<file path="config.mk">
export PLATFORM = sky130hd
export DESIGN_NAME = cordic_prerotator
export DESIGN_NICKNAME = d
export VERILOG_FILES = /design/src/rtl/cordic_pkg.sv /design/src/rtl/cordic_gain_comp.sv /design/src/rtl/cordic_prerotator.sv
export SDC_FILE = /design/constraint.sdc
export NUM_CORES = 1
export LEC_CHECK = 0
export ABC_AREA = 0
export CAP_MARGIN = 20
export CORE_MARGIN = 2
export CORE_UTILIZATION = 33
export CTS_CLUSTER_DIAMETER = 30
export DETAILED_ROUTE_END_ITERATION = 8
export PLACE_DENSITY_LB_ADDON = 0.1
export SLEW_MARGIN = 5
export SYNTH_ARGS = -nofsm -noshare
export SYNTH_HDL_FRONTEND = slang
export SYNTH_SLANG_ARGS = --single-unit
</file>
<file path="constraint.sdc">
create_clock -name clk -period 9.5 [get_ports clk]
set_input_delay 0.95 -clock clk [delete_from_list [all_inputs] [get_ports clk]]
set_output_delay 0.95 -clock clk [all_outputs]
set_load 0.01 [all_outputs]
</file>
<file path="src/rtl/cordic_pkg.sv">
// cordic_pkg: shared CORDIC gain constant, quarter encoding and arctangent table
package cordic_pkg;

    localparam logic [1:0] Q0 = 2'b00;
    localparam logic [1:0] Q1 = 2'b01;
    localparam logic [1:0] Q2 = 2'b10;
    localparam logic [1:0] Q3 = 2'b11;

    // atan(2^-i) as a fraction of the full circle, scaled to 2^32
    localparam logic [31:0] ATAN_LUT [16] = '{
        32'd536870912, 32'd316933406, 32'd167458907, 32'd85004756,
        32'd42667331,  32'd21354465,  32'd10679838,  32'd5340245,
        32'd2670163,   32'd1335087,   32'd667544,    32'd333772,
        32'd166886,    32'd83443,     32'd41722,     32'd20861
    };

    // 1/K rounded to gf fractional bits; the real-to-int cast rounds to nearest
    function automatic int inv_gain(input int gf);
        real r;
        r = 0.6072529;
        for (int i = 0; i < gf; i++) r = r * 2.0;
        return int'(r);
    endfunction

    localparam int INV_GAIN = inv_gain(15);

    // rotator step angle i in units where 2^(aw+1) is the full circle
    function automatic logic [31:0] atan_angle(input logic [3:0] i, input int aw);
        return ATAN_LUT[i] >> (31 - aw);
    endfunction

endpackage

</file>
<file path="src/rtl/cordic_gain_comp.sv">
// cordic_gain_comp: registered amplitude pre-scale by 1/K with round-half-up
module cordic_gain_comp
    import cordic_pkg::*;
#(
    parameter int DATA_WIDTH = 12,
    parameter int GAIN_FRAC  = 15
) (
    input  logic                         clk,
    input  logic                         rst,
    input  logic                         en,
    input  logic signed [DATA_WIDTH:0]   a,
    output logic signed [DATA_WIDTH:0]   x
);

    localparam int SW = DATA_WIDTH + GAIN_FRAC + 1;
    localparam logic signed [GAIN_FRAC:0] G    = (GAIN_FRAC+1)'(inv_gain(GAIN_FRAC));
    localparam logic signed [SW-1:0]      HALF = SW'(1) << (GAIN_FRAC - 1);

    logic signed [SW-1:0] sum;
    logic                 unused_frac;

    // |a*G| < 2^(SW-1) since 1/K < 1, so the truncated signed sum is exact
    assign sum         = SW'(a) * SW'(G) + HALF;
    assign unused_frac = ^sum[GAIN_FRAC-1:0];

    // load the rounded product only when the stage holds valid data
    always_ff @(posedge clk or negedge rst) begin
        if (!rst)
            x <= '0;
        else if (en)
            x <= sum[SW-1:GAIN_FRAC];
    end

endmodule

</file>
<file path="src/rtl/cordic_prerotator.sv">
// cordic_prerotator: phase split into quarter/residual and 1/K amplitude pre-scale; PHASE_ACC_EN adds a phase accumulator
module cordic_prerotator
    import cordic_pkg::*;
#(
    parameter int DATA_WIDTH  = 12,
    parameter int ANGLE_WIDTH = 16,
    parameter int GAIN_FRAC   = 15
) (
    input  logic                          clk,
    input  logic                          rst,
    input  logic                          valid_i,
    input  logic        [ANGLE_WIDTH:0]   phase_i,
    input  logic signed [DATA_WIDTH:0]    amp_i,
    output logic signed [DATA_WIDTH:0]    x_o,
    output logic signed [DATA_WIDTH:0]    y_o,
    output logic signed [ANGLE_WIDTH:0]   z_o,
    output logic        [1:0]             quarter_o,
    output logic                          valid_o
);

    localparam int AW = ANGLE_WIDTH;

    logic        [AW:0]         p;
    logic        [AW:0]         ph_nxt;
    logic signed [DATA_WIDTH:0] a;
    logic                       va;

`ifdef PHASE_ACC_EN
    logic [AW:0] acc;

    assign ph_nxt = acc + phase_i;

    // phase accumulator advances by the tuning word on every valid input
    always_ff @(posedge clk or negedge rst) begin
        if (!rst)
            acc <= '0;
        else if (valid_i)
            acc <= ph_nxt;
    end
`else
    assign ph_nxt = phase_i;
`endif

    // stage A: capture phase and amplitude; valid always shifts
    always_ff @(posedge clk or negedge rst) begin
        if (!rst) begin
            p  <= '0;
            a  <= '0;
            va <= 1'b0;
        end else begin
            va <= valid_i;
            if (valid_i) begin
                p <= ph_nxt;
                a <= amp_i;
            end
        end
    end

    // stage B: split phase into quarter and in-quarter residual
    always_ff @(posedge clk or negedge rst) begin
        if (!rst) begin
            quarter_o <= Q0;
            z_o       <= '0;
            y_o       <= '0;
            valid_o   <= 1'b0;
        end else begin
            valid_o <= va;
            if (va) begin
                quarter_o <= p[AW:AW-1];
                z_o       <= {2'b00, p[AW-2:0]};
                y_o       <= '0;
            end
        end
    end

    cordic_gain_comp #(
        .DATA_WIDTH (DATA_WIDTH),
        .GAIN_FRAC  (GAIN_FRAC)
    ) u_gain (
        .clk (clk),
        .rst (rst),
        .en  (va),
        .a   (a),
        .x   (x_o)
    );

endmodule

</file>
==> results.json <==
{
  "yosysTopAreaCell": "dfrtp_1",
  "clockBufferDepth": 2,
  "max_cap_violations": 0,
  "die_h_um": 144,
  "worst_ep_arrival_time_ns": 6.93,
  "async_flop_share_pct": 100,
  "antenna_found_initial": 0,
  "synth.most_common_cell": "ha_1",
  "syn_area_per_cell_um2": 10.7,
  "critPathMaxFanout": 9,
  "grt_pass1_vias": 4536,
  "nets": 867,
  "crit_required_ns": 9.73,
  "worstMarginPinSlew_ns": 0.801,
  "dp.cells": 921,
  "drt_iter0_drc": 168,
  "final_cells": 937,
  "cts_inserted_buffers": 9,
  "synthSimpleGateAreaFrac_pct": 8.67,
  "synth-xor-area-share_pct": 2.03,
  "synth_seq_cells": 62,
  "start_kind": "register",
  "r2r_slack_ns": 2.80,
  "synth_adder_area_share_pct": 39.6,
  "die_area_mm2": 0.0207,
  "synth_top_area_share_pct": 24.0,
  "setup_tns_ns": 0,
  "skew_ns": 0.0120,
  "n_antenna_cell": 0,
  "cts_hold_buf": 0,
  "drtPass1Iterations": 4,
  "synth_edf_count": 0,
  "routabilityCongestion": 0.830,
  "drt_wl_total_um": 13700,
  "fillers": 1917,
  "initial_core_util_pct": 33.4,
  "cts.htree.levels": 3,
  "via_per_inst": 4.64,
  "synth_area_leaders": "dfrtp_1 24%, ha_1 20%, fa_1 20%",
  "core_area_mm2": 0.0193,
  "numPortBuffers": 63,
  "synth_compound_area_share_pct": 9.31,
  "synthTopCellsByCount": "104 x ha_1, 102 x inv_1, 63 x fa_1",
  "ys.flop_type": "dfrtp_1",
  "syn_area_mm2": 0.00646,
  "die_x_um": 144,
  "final_max_slew_viol_count": 0,
  "postRouteAntennaNets": 0,
  "worstSkewPairLatency_ns": 0.33,
  "row_count": 51,
  "cts-resized-gates": 0,
  "crit_type": "reg -> reg",
  "tritoncts": "done",
  "grt_max_degree": 63,
  "dpl.hpwl_um": 11500,
  "syn_to_final_growth_pct": 17.8,
  "cts_root_buf": "clkbuf_16",
  "cts_sinks": 62,
  "max_clock_freq_mhz": 149,
  "cp-end-kind": "register",
  "syn_inst": 604,
  "finalSetupViolCount": 0,
  "ys_warn_count": 0,
  "hold_viol": 0,
  "drc": 0,
  "relSlewSlack_pct": 46.6,
  "wl_per_cell_um": 14.7,
  "synth_mux_area_share_pct": 7.82,
  "post-cts-setup-buffers": 0,
  "grt_overflow": 0,
  "yosysUniqueCellTypes": 67,
  "io_pins": 79,
  "num_vias": 4344,
  "status": "finished, final reports clean",
  "clkTransAtPathRegs_ns": 0.06,
  "synth_top_family_by_area": "adder cells",
  "holdCritPathClass": "reg -> reg",
  "grt.total_usage_pct": 14.1,
  "fin_crit_sh_pct": 70.5,
  "synth_seq_area_share_pct": 24.0,
  "grt_pass1_wl_um": 23000,
  "min_period_ns": 6.70,
  "drive_gt1_share_pct": 12.4,
  "rsz0062_at_grt": "no"
}
-- worst max-delay path, stage by stage (launching register included) --
cell      delay, ns
dfrtp_1        0.54
fa_1           0.57
fa_1           0.49
fa_1           0.53
inv_1          0.06
fa_1           0.53
inv_1          0.05
fa_1           0.47
ha_1           0.31
ha_1           0.39
and4_1         0.27
and4_2         0.26
a221oi_1       0.60
mux2i_1        0.24
and3_1         0.25
nand4b_1       0.26
or4_1          0.59
o221ai_1       0.19
-- registers in the layout, summed over array words and instances (netlist names) --
| name | flops |
|---|---|
| valid_o | 1 |
| u_gain.x | 13 |
| a | 13 |
| va | 1 |
| p | 17 |
| z_o | 15 |
| quarter_o | 2 |
-- cells by family (layout without fill, tap and decap cells) --
logic type / Yosys count / after routing
flops: 62 / 62
mux: 45 / 45
xor+xnor: 15 / 15
simple gates: 96 / 96
buf+inv: 130 / 184
compound gates: 88 / 88
fa+ha+maj: 167 / 167
other cells: 1 / 15
-- placed cells by master, fill, tap and decap left out, types with 3 or more instances in the layout --
cell | netlist | layout
ha_1 | 104 | 104
inv_1 | 102 | 102
fa_1 | 63 | 63
dfrtp_1 | 62 | 62
clkdlybuf4s50_1 | 0 | 62
mux2_2 | 44 | 44
a21oi_1 | 26 | 26
nand2_1 | 23 | 23
conb_1 | 1 | 15
o21ai_0 | 14 | 14
nor2_1 | 14 | 14
xnor2_1 | 10 | 10
clkbuf_16 | 0 | 9
a21o_1 | 6 | 6
a211oi_1 | 6 | 6
nor3_1 | 6 | 6
nand3_1 | 5 | 5
and3_1 | 5 | 5
xor2_1 | 5 | 5
a31oi_1 | 5 | 5
nand4_1 | 4 | 4
and2_1 | 4 | 4
o31ai_1 | 4 | 4
clkinvlp_4 | 0 | 4
or2_2 | 3 | 3
o21bai_1 | 3 | 3
and4_1 | 3 | 3
nand3b_1 | 3 | 3
or4_1 | 3 | 3
inv_6 | 0 | 3
buf_4 | 15 | 3
-- metrics by stage --
step | worst slack [ns] | area (um2) | hold slack, ns | util, %
after floorplan | 3.49 | 6520 | 0.370 | -
after global placement | 2.95 | 7330 | 0.480 | 37.9
after detailed placement | 2.77 | 7330 | 0.483 | 37.9
after CTS | 2.75 | 7610 | 0.497 | 39.4
after global routing | 2.39 | 7610 | 0.518 | 39.4
final | 2.80 | 7610 | 0.498 | 39.4
-- area by class of cell --
class / instances / area (um2) / area share (%)
multi-input cells: 426 / 4420 / 58.0
flip-flops and latches: 62 / 1550 / 20.4
repair buffers: 66 / 648 / 8.51
inverters: 102 / 383 / 5.03
well taps: 265 / 332 / 4.35
clock buffers: 9 / 225 / 2.96
clock inverters: 7 / 56.3 / 0.740
-- metal layers --
layer	vias up	global-route usage (%)	wire, um
li1	2159	-	-
met1	2119	20.4	7050
met2	58	22.4	6260
met3	8	2.57	339
met4	0	2.48	99
met5	-	0	0
-- path summary, 6_finish.rpt --
| kind | start | end | cells past startpoint |
|---|---|---|---|
| min in group asynchronous | rst | u_gain.x[0] | 2 |
| worst max-delay path | a[11] | u_gain.x[12] | 17 |
| worst min-delay path | u_gain.x[11] | u_gain.x[11] | 2 |
| worst max register to register | a[11] | u_gain.x[12] | 17 |
| max in group asynchronous | rst | a[8] | 2 |
| worst min register to register | u_gain.x[11] | u_gain.x[11] | 2 |
Power is not shown: default switching activity piles up to over one toggle a cycle in this logic, so the estimate is an artifact.
